**src/rtl/window_apply_if.sv**
```systemverilog
// Bundle of the FIFO-manager/memory read side and the FFT stream side of window_apply.
// master = the windowing stage, slave = its environment.
interface window_apply_if #(
    parameter int ADDRWIDTH = 12,
    parameter int DATAWIDTH = 16,
    parameter int COEFWIDTH = 16
);
    logic                 fifo_empty;
    logic                 fifo_dequeue;
    logic [ADDRWIDTH-1:0] window_addr;
    logic [DATAWIDTH-1:0] sample_rdata;
    logic [COEFWIDTH-1:0] coef_rdata;
    logic [DATAWIDTH-1:0] m_data;
    logic                 m_valid;
    logic                 m_ready;
    logic                 m_first;
    logic                 m_last;

    modport master (
        input  fifo_empty, window_addr, sample_rdata, coef_rdata, m_ready,
        output fifo_dequeue, m_data, m_valid, m_first, m_last
    );

    modport slave (
        output fifo_empty, window_addr, sample_rdata, coef_rdata, m_ready,
        input  fifo_dequeue, m_data, m_valid, m_first, m_last
    );
endinterface

```
**src/rtl/window_apply.sv**
```systemverilog
// Windowing stage: dequeues samples, multiplies each by its window coefficient with
// round-half-up, and streams results to the FFT through a credit-protected 8-entry buffer.
module window_apply_chk (
    input logic       clock,
    input logic       reset_n,
    input logic       i_wr,
    input logic [3:0] i_count,
    input logic [3:0] i_credit
);
    a_no_overflow: assert property (@(posedge clock) disable iff (!reset_n)
        !(i_wr && (i_count == 4'd8)));
    a_credit_range: assert property (@(posedge clock) disable iff (!reset_n)
        (i_credit <= 4'd8));
endmodule

module window_apply #(
    parameter int ADDRWIDTH = 12,
    parameter int DATAWIDTH = 16,
    parameter int COEFWIDTH = 16
) (
    input logic           clock,
    input logic           reset_n,
    input logic           enable,
    window_apply_if.master bus
);
    localparam int PW = DATAWIDTH + COEFWIDTH + 1;
    localparam int EW = DATAWIDTH + 2;
    localparam logic [PW-1:0] ROUND_K = {{(PW-COEFWIDTH){1'b0}}, 1'b1, {(COEFWIDTH-1){1'b0}}};
    localparam logic [ADDRWIDTH-1:0] LAST_IDX = {ADDRWIDTH{1'b1}};

    logic [3:0]            r_credit;
    logic                  r_v0;
    logic [ADDRWIDTH-1:0]  r_tag0;
    logic                  r_v2;
    logic [ADDRWIDTH-1:0]  r_tag2;
    logic signed [PW-1:0]  r_prod2;
    logic [EW-1:0]         r_buf [0:7];
    logic [2:0]            r_wptr;
    logic [2:0]            r_rptr;
    logic [3:0]            r_count;

    logic                  w_pop;
    logic                  w_deq;
    logic                  w_mvalid;
    logic [PW-1:0]         w_samp_ext;
    logic [PW-1:0]         w_coef_ext;
    logic signed [PW-1:0]  w_prod;
    logic [PW-1:0]         w_sum;
    logic [DATAWIDTH-1:0]  w_result;
    logic [EW-1:0]         w_entry;
    logic [EW-1:0]         w_head;
    logic                  w_unused_sum;

    assign w_mvalid = (r_count != 4'd0);
    assign w_pop    = w_mvalid && bus.m_ready;
    assign w_deq    = reset_n && enable && !bus.fifo_empty && ((r_credit < 4'd8) || w_pop);

    // The RAM/ROM output registers act as stage 1: their data lines up with tag0/v0.
    assign w_samp_ext = {{(PW-DATAWIDTH){bus.sample_rdata[DATAWIDTH-1]}}, bus.sample_rdata};
    assign w_coef_ext = {{(PW-COEFWIDTH){1'b0}}, bus.coef_rdata};
    assign w_prod     = $signed(w_samp_ext) * $signed(w_coef_ext);

    // Arithmetic shift then truncation keeps exactly bits COEFWIDTH.. of the rounded sum.
    assign w_sum        = r_prod2 + ROUND_K;
    assign w_result     = w_sum[COEFWIDTH +: DATAWIDTH];
    assign w_unused_sum = ^{w_sum[PW-1 -: (PW-COEFWIDTH-DATAWIDTH)], w_sum[COEFWIDTH-1:0]};
    assign w_entry      = {w_result, (r_tag2 == {ADDRWIDTH{1'b0}}), (r_tag2 == LAST_IDX)};

    assign w_head           = r_buf[r_rptr];
    assign bus.fifo_dequeue = w_deq;
    assign bus.m_valid      = w_mvalid;
    assign bus.m_data       = w_head[EW-1:2];
    assign bus.m_first      = w_head[1];
    assign bus.m_last       = w_head[0];

    // Credit: samples issued and not yet popped from the output buffer.
    always_ff @(posedge clock or negedge reset_n) begin
        if (!reset_n) begin
            r_credit <= 4'd0;
        end else begin
            case ({w_deq, w_pop})
                2'b10:   r_credit <= r_credit + 4'd1;
                2'b01:   r_credit <= r_credit - 4'd1;
                default: r_credit <= r_credit;
            endcase
        end
    end

    // Issue and multiply stages carrying the in-window tag alongside each sample.
    always_ff @(posedge clock or negedge reset_n) begin
        if (!reset_n) begin
            r_v0    <= 1'b0;
            r_tag0  <= {ADDRWIDTH{1'b0}};
            r_v2    <= 1'b0;
            r_tag2  <= {ADDRWIDTH{1'b0}};
            r_prod2 <= {PW{1'b0}};
        end else begin
            r_v0 <= w_deq;
            if (w_deq) begin
                r_tag0 <= bus.window_addr;
            end
            r_v2 <= r_v0;
            if (r_v0) begin
                r_prod2 <= w_prod;
                r_tag2  <= r_tag0;
            end
        end
    end

    // Output buffer: rounded result written from the product stage, head popped by the FFT.
    always_ff @(posedge clock or negedge reset_n) begin
        if (!reset_n) begin
            for (int i = 0; i < 8; i++) begin
                r_buf[i] <= {EW{1'b0}};
            end
            r_wptr  <= 3'd0;
            r_rptr  <= 3'd0;
            r_count <= 4'd0;
        end else begin
            if (r_v2) begin
                r_buf[r_wptr] <= w_entry;
                r_wptr        <= r_wptr + 3'd1;
            end
            if (w_pop) begin
                r_rptr <= r_rptr + 3'd1;
            end
            case ({r_v2, w_pop})
                2'b10:   r_count <= r_count + 4'd1;
                2'b01:   r_count <= r_count - 4'd1;
                default: r_count <= r_count;
            endcase
        end
    end

    window_apply_chk u_chk (
        .clock    (clock),
        .reset_n  (reset_n),
        .i_wr     (r_v2),
        .i_count  (r_count),
        .i_credit (r_credit)
    );
endmodule

```
**src/flat_wrapper.sv**
```systemverilog
// flat-port wrapper written by rule: the top's interface ports become plain ports
module window_apply_flat 
#(
    parameter int ADDRWIDTH = 12,
    parameter int DATAWIDTH = 16,
    parameter int COEFWIDTH = 16
)
  (clock, reset_n, enable, bus_fifo_empty, bus_window_addr, bus_sample_rdata, bus_coef_rdata, bus_m_ready, bus_fifo_dequeue, bus_m_data, bus_m_valid, bus_m_first, bus_m_last);
  window_apply_if #(.ADDRWIDTH(ADDRWIDTH), .DATAWIDTH(DATAWIDTH), .COEFWIDTH(COEFWIDTH)) bus_i ();
  input logic clock;
  input logic reset_n;
  input logic enable;
  input wire logic [$bits(bus_i.fifo_empty)-1:0] bus_fifo_empty;
  input wire logic [$bits(bus_i.window_addr)-1:0] bus_window_addr;
  input wire logic [$bits(bus_i.sample_rdata)-1:0] bus_sample_rdata;
  input wire logic [$bits(bus_i.coef_rdata)-1:0] bus_coef_rdata;
  input wire logic [$bits(bus_i.m_ready)-1:0] bus_m_ready;
  output wire logic [$bits(bus_i.fifo_dequeue)-1:0] bus_fifo_dequeue;
  output wire logic [$bits(bus_i.m_data)-1:0] bus_m_data;
  output wire logic [$bits(bus_i.m_valid)-1:0] bus_m_valid;
  output wire logic [$bits(bus_i.m_first)-1:0] bus_m_first;
  output wire logic [$bits(bus_i.m_last)-1:0] bus_m_last;
  assign bus_i.fifo_empty = bus_fifo_empty;
  assign bus_i.window_addr = bus_window_addr;
  assign bus_i.sample_rdata = bus_sample_rdata;
  assign bus_i.coef_rdata = bus_coef_rdata;
  assign bus_i.m_ready = bus_m_ready;
  assign bus_fifo_dequeue = bus_i.fifo_dequeue;
  assign bus_m_data = bus_i.m_data;
  assign bus_m_valid = bus_i.m_valid;
  assign bus_m_first = bus_i.m_first;
  assign bus_m_last = bus_i.m_last;
  window_apply #(.ADDRWIDTH(ADDRWIDTH), .DATAWIDTH(DATAWIDTH), .COEFWIDTH(COEFWIDTH)) u_core (.clock(clock), .reset_n(reset_n), .enable(enable), .bus(bus_i));
endmodule
```
**config.mk**
```make
export PLATFORM = sky130hd
export DESIGN_NAME = window_apply_flat
export DESIGN_NICKNAME = d
export VERILOG_FILES = /design/src/rtl/window_apply_if.sv /design/src/rtl/window_apply.sv /design/src/flat_wrapper.sv
export SDC_FILE = /design/constraint.sdc
export NUM_CORES = 1
export LEC_CHECK = 0
export CORE_ASPECT_RATIO = 1.5
export CORE_MARGIN = 4
export CORE_UTILIZATION = 40
export DETAILED_ROUTE_END_ITERATION = 12
export SYNTH_ARGS = -nofsm -noshare
export SYNTH_HDL_FRONTEND = slang
export SYNTH_HIERARCHICAL = 1
export SYNTH_SLANG_ARGS = --single-unit
```
**constraint.sdc**
```tcl
create_clock -name clock -period 4.25 [get_ports clock]
set_input_delay 0.6375 -clock clock [delete_from_list [all_inputs] [get_ports clock]]
set_output_delay 0.6375 -clock clock [all_outputs]
set_load 0.05 [all_outputs]
```
==> results.md, run 1 <==
- 1st-iter DRT viols: 471
- First-pass GRT wire length: 73600 um
- Detailed Route WL: 44200 um
- Setup CP Type: primary input to flip-flop
- #FFs+latches synth: 201
- FILL cells: 3865
- Max_slew headroom: 29.5%
- GRT overflow: 0
- Drt first pass iters: 4
- Crit-path max FO: 5
- Count of final setup violators: 17
- Port Buffer Count: 68
- Core area: 42900 um2
- Most numerous cell in the Yosys netlist: nand2_1
- Failing checks: negative setup slack
- Final Wtd Congestion: 0.861
- GR Util All Layers: 19.4%
- Post-synthesis sequential area ratio: 28.9%
- Dpl hpwl: 33900 um
- Period Utilization, post-route: 128%
- Leading area contributor after synthesis: dfrtp_1
- Die Wd: 178 um
- CP arrival: 5840 ps
- Nets: 2367
- Skew final: 11.4 ps
- Via count: 13100
- Clk Latency, worst-skew pair: 490 ps
- Yosys top cell area share: 28.9%
- Clock Root Buffer: clkbuf_16
- TritonCTS buffer count: 18
- Die ar.: 47000 um2
- Area Overhead vs Synth: 26.0%
- Endpoints failing hold: 0
- Largest net degree at the start of global routing: 78
- Height of the die: 263 um
- Maximum Capacitance Violations: 0
- Max Root-Sink Buffers: 3
- Worst-margin pin slew: 1060 ps
- TritonCTS clock tree: done
- Initial core utilization: 40.5%
- Area contributors post-synth: dfrtp_1 29%, fa_1 22%, ha_1 8.8%, nand2_1 6.9%, inv_1 5.4%
- Syn_area_per_cell: 9.82 um2
- Fin worst setup slack: -1170 ps
- EDFF count, synth: 0
- Worst Hold Class: primary input to asynchronous set/reset pin
- Antenna Cells: 0
- WL/cell: 17.1 um
- Placed cell area: 20300 um2
- # DRC: 0
- Min cycle time layout: 5420 ps
- Run status: finished, violations left
- Cell variety after synth: 52
- IO Pins: 69
- Layout cell share with drive strength beyond 1: 26.4%
- RSZ-0062 raised after global routing: yes
- Yosys warns: 6
- Mapped Cells: 1771
- Initial antenna violation count: 0
- Main flop type after synthesis: dfrtp_1
- Critical path launch point type: primary input
- WP data required: 4670 ps
- Post-synth net total: 2138
- Worst-path clk slew: 70 ps
- Multi-input logic area: 12000 um2
- Synth top cells by count: 320 x nand2_1, 249 x inv_1, 201 x dfrtp_1, 195 x fa_1, 158 x o21ai_0
- Fmax: 0.184 GHz
- CTS sink count: 201
- Max H-tree Level: 1
- Final Cell Area: 21900 um2
- Critical path endpoint category: flip-flop
- Rows: 93
- Mapped Area: 17400 um2
- Via-to-Cell Ratio: 5.06
- Vias in the first global route: 14500
- Final Max Slew Viols: 0
- Asr flop ratio synth: 100%
- Post-DRT Antenna Nets: 0
- Seq. cell area: 5030 um2
worst max-delay path, cell delays in order:
cell and delay (ps):
buf_4 150, buf_16 140, and2_4 150, fa_1 520, inv_1 60, fa_2 470, fa_2 540, inv_2 40
fa_2 460, fa_1 490, inv_1 50, fa_1 470, inv_1 60, ha_4 290, nand2_4 70, a21o_4 200
a2111oi_4 350, a211oi_2 170, or4_1 440, nand3_2 90
placed cells by master, fill, tap and decap left out, types with 5 or more instances in the layout:
cell	n
nand2_2	12
o211ai_1	5
ha_4	12
inv_2	22
a21o_1	7
mux4_2	36
nand3_2	5
nand4_1	12
buf_12	15
fa_2	16
fa_1	179
and2_1	96
nand2_1	304
buf_6	38
a21oi_2	12
nor2_1	34
clkdlybuf4s50_1	36
nand2b_1	7
a21oi_1	18
a21oi_4	5
and2_4	20
dfrtp_1	200
xor2_1	17
o21ai_2	11
a211oi_2	7
and3_1	7
nor3_1	7
ha_1	111
xnor2_1	21
o21ai_0	143
buf_2	15
clkbuf_16	19
nand3_1	11
mux2_2	48
buf_4	167
inv_1	226
layout make-up:
cell class	instances	area share [%]
clock buffers	23	2.37
well taps	570	3.25
inverters	250	4.29
clock inverters	8	0.474
multi-input cells	1244	54.6
flip-flops and latches	201	22.9
repair buffers	285	12.1
flip-flops by register name, indices dropped and copies added, names as in the netlist:
register         flops
u_core/r_credit      4
u_core/r_count       4
u_core/r_tag2       12
u_core/r_rptr        3
u_core/r_prod2      17
u_core/r_buf       144
u_core/r_wptr        3
u_core/r_tag0       12
u_core/r_v0          1
u_core/r_v2          1
stage by stage:
step	TNS [ps]	hold slack [ps]	utilization, %	worst slack (ps)	std cells
2_1_floorplan	-18960	342	-	-1330	1771
3_3_place_gp	-34660	455	47.4	-2160	2509
3_5_place_dp	-35540	452	47.4	-2270	2509
4_1_cts	-18090	422	50.9	-1220	2580
5_1_grt	-20250	453	51.1	-1300	2581
6_report	-17590	389	51.1	-1170	2581
final timing paths:
kind                       slack [ps]          startpoint                 end  cells after the start
setup / recovery                -1170  bus_coef_rdata[10]  u_core/r_prod2[28]                     20
max in group asynchronous        2280             reset_n   u_core/r_buf[132]                      3
min in group clock                470   u_core/r_count[3]   u_core/r_count[3]                      1
hold / removal                    390             reset_n   u_core/r_buf[116]                      2
hold reg to reg                   470   u_core/r_count[3]   u_core/r_count[3]                      1
setup reg to reg                 1590   u_core/r_count[0]   u_core/r_count[3]                     10
kinds of logic (layout without fill, tap and decap cells):
kind of cell / after synthesis / count (layout) / share of synthesized area (%)
adders and majority gates: 318 / 318 / 31.3
DFF: 201 / 201 / 28.9
xor gates and xnor gates: 40 / 40 / 2.01
muxes: 90 / 90 / 8.13
and+or+nand+nor: 546 / 546 / 14.3
AOI/OAI and AO/OA: 250 / 250 / 8.25
buffers and inverters: 326 / 566 / 7.10
timing repair:
action	CTS	global route
setup endpoints to repair	17	17
hold buffers	0	0
resized for setup	266	45
buffers inserted	35	5
cloned	7	0
pin swaps	98	67
routing by layer:
metal	GRT usage (%)	wire, um	up-vias
met1	21.8	16500	6513
met4	8.35	2280	0
met2	37.5	24300	264
li1	-	-	6160
met3	1.01	1090	118
met5	0	0	-
Power of run 1 is left out: the tool's default activity adds up to more than one toggle a clock period on the data nets, which glitch-free logic cannot reach.
==> run 2, diff against run 1 <==
--- a/config.mk
+++ b/config.mk
@@ -11,5 +11,4 @@
 export DETAILED_ROUTE_END_ITERATION = 12
 export SYNTH_ARGS = -nofsm -noshare
 export SYNTH_HDL_FRONTEND = slang
-export SYNTH_HIERARCHICAL = 1
 export SYNTH_SLANG_ARGS = --single-unit
==> run 2 against run 1 <==
  * The flow still finishes with violations (negative setup slack)
  * Cell area decreased by 0.88%
  * Non-clock buffer count decreased by 7
  * Wire length decreased by 1.1%
  * Die area decreased by 0.40%
  * Setup slack got worse by 110 ps
  * Core utilization decreased by 0.45 points
  * Maximum frequency decreased by 1.9%
  * Synthesized cell count decreased by 1.6%
  * Clock-buffer cell count decreased by 2
  * Register-to-register slack got worse by 30 ps
  * Clock skew increased by 0.57 ps
  * Sequential share of layout area increased by 0.20 points
  * Largest cell class unchanged
  * Highest routed layer unchanged
==> results.md, run 2 <==
- GR Util All Layers: 19.1%
- Layout cell share with drive strength beyond 1: 26.0%
- Antenna Cells: 0
- GRT overflow: 0
- Via-to-Cell Ratio: 5.03
- Rows: 93
- Final Wtd Congestion: 0.878
- Area contributors post-synth: dfrtp_1 29%, fa_1 23%, ha_1 8.9%, nand2_1 6.7%, inv_1 5.2%
- Mapped Cells: 1742
- Nets: 2325
- Drt first pass iters: 5
- Syn_area_per_cell: 9.95 um2
- Post-DRT Antenna Nets: 0
- Mapped Area: 17300 um2
- Crit path from: bus_sample_rdata[4]
- Cell variety after synth: 52
- Routed wl met2: 24400 um
- Min cycle time layout: 5530 ps
- Vias in the first global route: 14100
- 1st-iter DRT viols: 532
- Yosys top cell area share: 29.0%
- Period Utilization, post-route: 130%
- #FFs+latches synth: 201
- Post-synth net total: 2109
- Count of final setup violators: 17
- WP buf/inv: 6
- Worst-path clk slew: 70 ps
- Asr flop ratio synth: 100%
- CTS sink count: 201
- Die Wd: 178 um
- Height of the die: 263 um
- Slowest-stage cell, CP: fa_1
- Flop2flop setup slack: 1560 ps
- TritonCTS buffer count: 18
- Fmax: 0.181 GHz
- TritonCTS clock tree: done
- CP peak stage delay: 540 ps
- WP data required: 4630 ps
- Post-synthesis sequential area ratio: 29.0%
- Detailed Route WL: 43700 um
- Number of flip-flops in the largest register: 144
- Largest net degree at the start of global routing: 175
- Synth top cells by count: 309 x nand2_1, 240 x inv_1, 201 x dfrtp_1, 195 x fa_1, 150 x o21ai_0
- WL met1: 16400 um
- Yosys warns: 0
- Max H-tree Level: 1
- Seq. cell area: 5030 um2
- First-pass GRT wire length: 72300 um
- Most numerous cell in the Yosys netlist: nand2_1
- Failing checks: negative setup slack
- Critical path endpoint category: flip-flop
- Initial core utilization: 40.4%
- Worst Hold Class: primary input to asynchronous set/reset pin
- FILL cells: 3837
- Die ar.: 46800 um2
- Number of instances in the placed design: 2437
- Met3 Wirelength: 1110 um
- Non-Filler Instances: 2539
- Run status: finished, violations left
- WL/cell: 17.2 um
- IO Pins: 69
- Core Util, Final: 50.6%
- Clock Root Buffer: clkbuf_16
- Hold Buf Count CTS: 0
- Placed cell area: 19800 um2
- Endpoints failing hold: 0
- Critical path launch point type: primary input
- Port Buffer Count: 68
- Skew final: 12.0 ps
- Crit path depth: 21
- Crit-path cells: buf_6, buf_6, and2_4, fa_1, inv_2, fa_2, fa_2, inv_2, fa_2, fa_1, inv_1, fa_1, inv_2, ha_4, a21o_1, a21boi_4, o221ai_2, a211o_1, a311oi_2, xnor2_1, mux2_4
- Dpl ws: -2240 ps
- Biggest regs: u_core.r_buf: 144 flops, u_core.r_prod2: 17 flops
- Core area: 42900 um2
- Fin worst setup slack: -1280 ps
- Clk Latency, worst-skew pair: 490 ps
- EDFF count, synth: 0
- Main flop type after synthesis: dfrtp_1
- Worst r2r path cells: 11
- Final Max Slew Viols: 0
- CP arrival: 5910 ps
- Reg-to-reg startpoint: u_core.r_count[0]
- Area Overhead vs Synth: 25.4%
- RSZ-0062 raised after global routing: yes
- Maximum Capacitance Violations: 0
- Max Root-Sink Buffers: 3
- Final Cell Area: 21700 um2
- Initial antenna violation count: 0
- Most frequent cells in the layout: 294 x nand2_1, 219 x inv_1, 200 x dfrtp_1
- Multi-input logic area: 11800 um2
- Worst-margin pin slew: 969 ps
- Reg with most FFs: u_core.r_buf
- Leading cell type in the layout, fill and taps excluded: nand2_1
- Crit-path max FO: 6
- Worst R2R End: u_core.r_credit[3]
- Top Layer Used: met4
- Leading area contributor after synthesis: dfrtp_1
- Max_slew headroom: 35.4%
- Dpl hpwl: 31800 um
- Crit path capture: u_core.r_prod2[27]
- Crit path max-delay family: adder cells
- # DRC: 0
- Via count: 12800
- Setup CP Type: primary input to flip-flop
run 2: worst min-delay path by stage:
stage                            startpoint                end
after floorplan                     reset_n    u_core.r_buf[0]
after global placement    u_core.r_count[3]  u_core.r_count[3]
after detailed placement  u_core.r_count[3]  u_core.r_count[3]
after CTS                           reset_n   u_core.r_tag0[1]
after global routing                reset_n  u_core.r_count[1]
final                               reset_n  u_core.r_count[1]
run 2: logic make-up after synthesis:
family	Yosys count	share of synthesized area [%]
flops	201	29.0
simple gates	529	14.0
mux	97	8.65
xor+xnor	44	2.22
buf+inv	322	7.03
fa+ha+maj	318	31.4
compound gates	231	7.68
run 2: area by class of cell:
type | count | share of cell area [%]
well taps | 570 | 3.28
multi-input cells | 1219 | 54.3
clock inverters | 10 | 0.593
clock buffers | 21 | 2.27
flip-flops and latches | 201 | 23.1
inverters | 240 | 4.14
repair buffers | 278 | 12.3
run 2: through the flow:
| stage | hold WS [ps] | setup TNS, ps |
|---|---|---|
| 6_report | 24.8 | -18810 |
| 5_1_grt | 31.2 | -21050 |
| 4_1_cts | 16.9 | -18260 |
| 3_5_place_dp | 453 | -35900 |
| 3_3_place_gp | 452 | -34900 |
| 2_1_floorplan | 342 | -19630 |
run 2: repair_timing:
item                       CTS  global route
cloned                      11             0
setup buffers               52            11
setup endpoints to repair   17            17
resized for setup          259            64
pin swaps                   85            75
hold endpoints to repair     0             0
run 2: metal layers:
| layer | vias up | GRT usage, % |
|---|---|---|
| met3 | 106 | 1.41 |
| met5 | - | 0 |
| met1 | 6426 | 21.7 |
| met4 | 0 | 7.15 |
| met2 | 224 | 36.5 |
| li1 | 6025 | - |
Power of run 2 is left out for the same reason.
==> edit 1, RTL diff (settings of run 2) <==
Reset style: synchronous (`reset_n`), changed in 3 clocked blocks.
--- a/src/rtl/window_apply.sv
+++ b/src/rtl/window_apply.sv
@@ -74,7 +74,7 @@
     assign bus.m_last       = w_head[0];
 
     // Credit: samples issued and not yet popped from the output buffer.
-    always_ff @(posedge clock or negedge reset_n) begin
+    always_ff @(posedge clock) begin
         if (!reset_n) begin
             r_credit <= 4'd0;
         end else begin
@@ -87,7 +87,7 @@
     end
 
     // Issue and multiply stages carrying the in-window tag alongside each sample.
-    always_ff @(posedge clock or negedge reset_n) begin
+    always_ff @(posedge clock) begin
         if (!reset_n) begin
             r_v0    <= 1'b0;
             r_tag0  <= {ADDRWIDTH{1'b0}};
@@ -108,7 +108,7 @@
     end
 
     // Output buffer: rounded result written from the product stage, head popped by the FFT.
-    always_ff @(posedge clock or negedge reset_n) begin
+    always_ff @(posedge clock) begin
         if (!reset_n) begin
             for (int i = 0; i < 8; i++) begin
                 r_buf[i] <= {EW{1'b0}};
Function: differs if reset_n is asserted again (counterexample within 4 cycles, from zero or initial values and one cycle with reset_n low); with reset_n held inactive, the same outputs for 10 cycles.
==> edit 1 against run 2 <==
  * The flow still finishes with violations (negative setup slack)
  * Via count shrank 0.85%
  * Sequential cell count grew 3
  * Worst setup slack gained 0.10 ns
  * Worst hold slack gained 0.46 ns
  * Cell area grew 1.3%
  * Routed wire length grew 2.9%
  * Synthesized area grew 0.68%
  * Critical endpoint is now u_core.r_prod2[20]
  * Highest routed layer unchanged
Power is not shown: default switching activity piles up to over one toggle a cycle in this logic, so the estimate is an artifact.
==> edit 1: results (changes against run 2) <==
----------------------------------------------------
[Outcome]
  Outcome ... finished with violations (unchanged)
  Violated checks ... negative setup slack (unchanged)

[Clock network]
  Resized Gates After CTS ... 234 (was 259)
  Number of buffers inserted to repair setup after CTS ... 47 (was 52)

[Logic synthesis]
  Synthesized-area fraction occupied by xor and xnor cells ... 1.86% (was 2.22%)
  Fraction of synthesized area in multiplexers ... 7.42% (was 8.65%)
  Leading post-synthesis cells by instance count ... sky130_fd_sc_hd__inv_1 (245), sky130_fd_sc_hd__fa_1 (195), sky130_fd_sc_hd__nand2_1 (187) (was sky130_fd_sc_hd__nand2_1 (309), sky130_fd_sc_hd__inv_1 (240), sky130_fd_sc_hd__dfrtp_1 (201))
  Share of the synthesized area in compound gates (AO/OA/AOI/OAI) ... 4.63% (was 7.68%)
  Cells taking the most area after synthesis ... sky130_fd_sc_hd__edfxtp_1 (25%), sky130_fd_sc_hd__fa_1 (22%), sky130_fd_sc_hd__ha_1 (8.8%), sky130_fd_sc_hd__dfxtp_1 (6.9%), sky130_fd_sc_hd__inv_1 (5.3%) (was sky130_fd_sc_hd__dfrtp_1 (29%), sky130_fd_sc_hd__fa_1 (23%), sky130_fd_sc_hd__ha_1 (8.9%), sky130_fd_sc_hd__nand2_1 (6.7%), sky130_fd_sc_hd__inv_1 (5.2%))
  Fraction of the yosys area taken by sequential cells ... 31.7% (was 29.0%)

[Min path]
  Path type of the worst min-delay path ... flip-flop to flip-flop (was input port to async pin)

[Detailed routing]
  Starting DRT DRC Count ... 669 (was 532)
  Via count ... 12.7k (was 12.8k)

[Place]
  Final weighted congestion in routability-driven placement ... 0.905 (was 0.878)
  Half-perimeter wire length after detailed placement ... 33600 um (was 31800 um)

[Final layout]
  Final layout net count ... 2289 (was 2325)
  Fillers ... 3863 (was 3837)

[GRT]
  GRT Total Usage ... 19.5% (was 19.1%)
  Number of global-route vias before repair ... 14.1k (about the same)
  Maximum number of pins on one net before global-route repair ... 70 (was 175)
  Global-route wire length before repair ... 73200 um (was 72300 um)

[Timing]
  Final setup violation count ... 17 (unchanged)
  PnR worst setup slack ... -1.17 ns (was -1.28 ns)
  Relative slew slack ... 28.5% (was 35.4%)
  Largest clock skew in the final design ... 0.0113 ns (was 0.0120 ns)

----------------------------------------------------
edit 1: cell families after synthesis:
kind of cell | Yosys count
fa+ha+maj | 318
xor+xnor | 37
buf+inv | 320
simple gates | 595
flops | 204
compound gates | 120
mux | 82
edit 1: per-stage QoR:
stage          instance area, um^2  hold slack (ns)  TNS [ns]  utilization, %  setup slack, ns
6_report                     22000            0.482    -18.00            51.2            -1.17
5_1_grt                      22000            0.509    -21.12            51.2            -1.35
4_1_cts                      21600            0.489    -18.90            50.3            -1.27
3_5_place_dp                 20200            0.479    -34.72            46.8            -2.27
3_3_place_gp                 20200            0.472    -33.97            46.8            -2.23
2_1_floorplan                17700            0.452    -18.65               -            -1.31
edit 1: layout make-up:
cell class	count	area [um^2]	area share [%]
Inverter	246	923	4.19
Tap cell	570	713	3.24
Timing Repair Buffer	300	2760	12.5
Clock buffer	23	510	2.32
Multi-Input combinational cell	1152	11500	52.1
Sequential cell	204	5530	25.1
Clock inverter	8	119	0.540
edit 1: worst min-delay path, delay by kind of cell, from the launching register on:
family / cells / cell delay [ns]
AOI/OAI and AO/OA: 1 / 0.05
DFF: 1 / 0.33
and+or+nand+nor: 1 / 0.06
edit 1: path summary, 6_finish.rpt:
check / start / to / slack, ns
max: bus_sample_rdata[4] / u_core.r_prod2[20] / -1.17
max reg2reg: u_core.r_count[0] / u_core.r_count[3] / 1.40
min reg2reg: u_core.r_prod2[29] / u_core.r_prod2[29] / 0.48
min: u_core.r_prod2[29] / u_core.r_prod2[29] / 0.48
edit 1: metal layers:
metal / vias up / share of wire, % / global-route usage, %
li1: 5907 / - / -
met1: 6365 / 37 / 21.6
met2: 284 / 56 / 37.8
met3: 116 / 2.7 / 1.16
met4: 0 / 4.7 / 8.37
met5: - / 0 / 0
==> edit 2, RTL diff (flow settings as in run 2) <==
Without the edit above. `COEFWIDTH` is set to 16 in 3 places; all go to 32.
--- a/src/rtl/window_apply_if.sv
+++ b/src/rtl/window_apply_if.sv
@@ -3,7 +3,7 @@
 interface window_apply_if #(
     parameter int ADDRWIDTH = 12,
     parameter int DATAWIDTH = 16,
-    parameter int COEFWIDTH = 16
+    parameter int COEFWIDTH = 32
 );
     logic                 fifo_empty;
     logic                 fifo_dequeue;
--- a/src/rtl/window_apply.sv
+++ b/src/rtl/window_apply.sv
@@ -16,7 +16,7 @@
 module window_apply #(
     parameter int ADDRWIDTH = 12,
     parameter int DATAWIDTH = 16,
-    parameter int COEFWIDTH = 16
+    parameter int COEFWIDTH = 32
 ) (
     input logic           clock,
     input logic           reset_n,
--- a/src/flat_wrapper.sv
+++ b/src/flat_wrapper.sv
@@ -3,7 +3,7 @@
 #(
     parameter int ADDRWIDTH = 12,
     parameter int DATAWIDTH = 16,
-    parameter int COEFWIDTH = 16
+    parameter int COEFWIDTH = 32
 )
   (clock, reset_n, enable, bus_fifo_empty, bus_window_addr, bus_sample_rdata, bus_coef_rdata, bus_m_ready, bus_fifo_dequeue, bus_m_data, bus_m_valid, bus_m_first, bus_m_last);
   window_apply_if #(.ADDRWIDTH(ADDRWIDTH), .DATAWIDTH(DATAWIDTH), .COEFWIDTH(COEFWIDTH)) bus_i ();
Ports: changed (resized bus_coef_rdata); port bits go from 69 to 85. The function was not compared with the original's and may differ.
==> edit 2 against run 2 <==
  * First-iteration DRC count is 74% higher
  * Routed wire length is 60% higher
  * The run still ends with negative setup slack left
  * Count of clock-buffer cells in the layout is 7 higher
  * Cell area is 45% higher
  * Synthesized area is 44% higher
  * Core utilization is 0.62 points higher
  * Cell count is 47% higher
  * Worst setup slack worse by 0.52 ns
  * Sequential cell count stayed put
Power is left out: the tool's default activity adds up to more than one toggle a clock period on the data nets, which glitch-free logic cannot reach.
==> edit 2: results (changes against run 2) <==
----------------------------------------------------
[GRT]
  Antenna violations before repair ... 2 (was 0)
  Global-route wire length before repair ... 114000 um (was 72300 um)
  Number of global-route vias before repair ... 21.7k (was 14.1k)
  GRT Total Usage ... 21.5% (was 19.1%)
  Maximum number of pins on one net before global-route repair ... 181 (was 175)

[Critical path]
  Maximum fanout count along the critical path ... 5 (was 6)
  Critical Path Max Stage Delay ... 0.61 ns (was 0.54 ns)
  Worst Reg-to-Reg Cells ... 12 (was 11)
  Arr. time, crit path ... 6.42 ns (was 5.91 ns)

[Logic synthesis]
  Leading post-synthesis cells by instance count ... sky130_fd_sc_hd__inv_1 (520), sky130_fd_sc_hd__nand2_1 (457), sky130_fd_sc_hd__fa_1 (419) (was sky130_fd_sc_hd__nand2_1 (309), sky130_fd_sc_hd__inv_1 (240), sky130_fd_sc_hd__dfrtp_1 (201))
  Synthesized instance count ... 2613 (was 1742)
  Number of distinct standard cells referenced by the synthesized netlist ... 63 (was 52)
  Post-Synthesis Net Count ... 3252 (was 2109)
  Fraction of the yosys area taken by sequential cells ... 20.2% (was 29.0%)

[Outcome]
  Outcome ... finished with violations (unchanged)
  Violated checks ... negative setup slack (unchanged)

[Clock network]
  Inserted Clock Buffers ... 19 (was 18)

[Timing]
  Final setup violation count ... 17 (unchanged)
  Relative slew slack ... 28.7% (was 35.4%)
  PnR worst setup slack ... -1.79 ns (was -1.28 ns)

[Final layout]
  Share of post-route cells with drive strength above 1 ... 24.7% (was 26.0%)
  Final Core Density ... 51.2% (was 50.6%)
  Final layout net count ... 3577 (was 2325)
  Fillers ... 5515 (was 3837)

[Detailed routing]
  Wire length reported by the detailed router ... 70100 um (was 43700 um)
  Number of vias per cell ... 5.10 (was 5.03)
  Starting DRT DRC Count ... 927 (was 532)

[Place]
  Placed cell areas ... 0.0285 mm^2 (was 0.0198 mm^2)
  Final weighted congestion in routability-driven placement ... 0.874 (was 0.878)
  Half-perimeter wire length after detailed placement ... 51400 um (was 31800 um)
  DP Worst Slack ... -2.84 ns (was -2.24 ns)

[Min path]
  Path type of the worst min-delay path ... flip-flop to flip-flop (was input port to async pin)

----------------------------------------------------
==> edit 2: cell count changes after synthesis, moves of 7 or more <==
cell and delta:
sky130_fd_sc_hd__xor2_1 -7, sky130_fd_sc_hd__a21oi_1 +7, sky130_fd_sc_hd__ha_1 +32, sky130_fd_sc_hd__inv_1 +280
sky130_fd_sc_hd__fa_1 +224, sky130_fd_sc_hd__clkbuf_1 +46, sky130_fd_sc_hd__and2_1 +91, sky130_fd_sc_hd__buf_2 -7
sky130_fd_sc_hd__nand2_1 +148, sky130_fd_sc_hd__nand2b_1 +7, sky130_fd_sc_hd__nor2_1 +7
==> edit 2: area by class of cell <==
cell class / instances / area share, %
well taps: 791 / 3.15
diodes: 2 / 0.0159
repair buffers: 430 / 14.2
clock inverters: 5 / 0.263
multi-input cells: 1765 / 58.3
clock buffers: 28 / 1.78
inverters: 521 / 6.24
flip-flops and latches: 201 / 16.0
==> edit 2: critical path: cells and delay by family <==
family / cells / cell delay (ns)
AOI/OAI and AO/OA: 7 / 1.08
adders and majority gates: 7 / 3.30
buffers and inverters: 11 / 1.21
and+or+nand+nor: 2 / 0.19
==> edit 2: cells by family after synthesis <==
group                      Yosys count  share of synthesized area (%)
xor gates and xnor gates            40                           1.41
buffers and inverters              647                           9.85
AOI/OAI and AO/OA                  259                           6.29
adders and majority gates          574                           41.4
muxes                               91                           5.73
and+or+nand+nor                    801                           15.1
DFF                                201                           20.2
==> edit 2: worst paths after layout <==
path / slack [ns] / end / start
worst max-delay path: -1.79 / u_core.r_prod2[45] / bus_sample_rdata[8]
worst min-delay path: 0.47 / u_core.r_count[3] / u_core.r_count[3]
worst max register to register: 1.33 / u_core.r_credit[3] / u_core.r_count[0]
worst min register to register: 0.47 / u_core.r_count[3] / u_core.r_count[3]
max in group asynchronous: 2.40 / u_core.r_buf[87] / reset_n
min in group asynchronous: 0.58 / u_core.r_credit[3] / reset_n
==> edit 2: repair_timing <==
item	in CTS	in global routing
hold endpoints to repair	14	0
gates cloned	16	1
pin swaps	169	98
buffers inserted	95	17
hold buffers	1	0
gates resized for setup	430	95
setup endpoints to repair	17	17
==> edit 2: metrics by stage <==
stage / hold WS (ns) / setup TNS (ns)
finish: 0.473 / -28.35
global route: 0.485 / -31.42
CTS: 0.476 / -27.57
detailed placement: 0.464 / -45.23
global placement: 0.454 / -44.60
floorplan: 0.342 / -28.97
==> edit 2: per-layer routing <==
layer | track usage, % | vias to the layer above | part of all wire [%]
li1 | - | 8635 | -
met2 | 41.0 | 527 | 55
met4 | 10.6 | 0 | 6.3
met5 | 0 | - | 0
met3 | 1.57 | 206 | 3.3
met1 | 23.7 | 9713 | 35
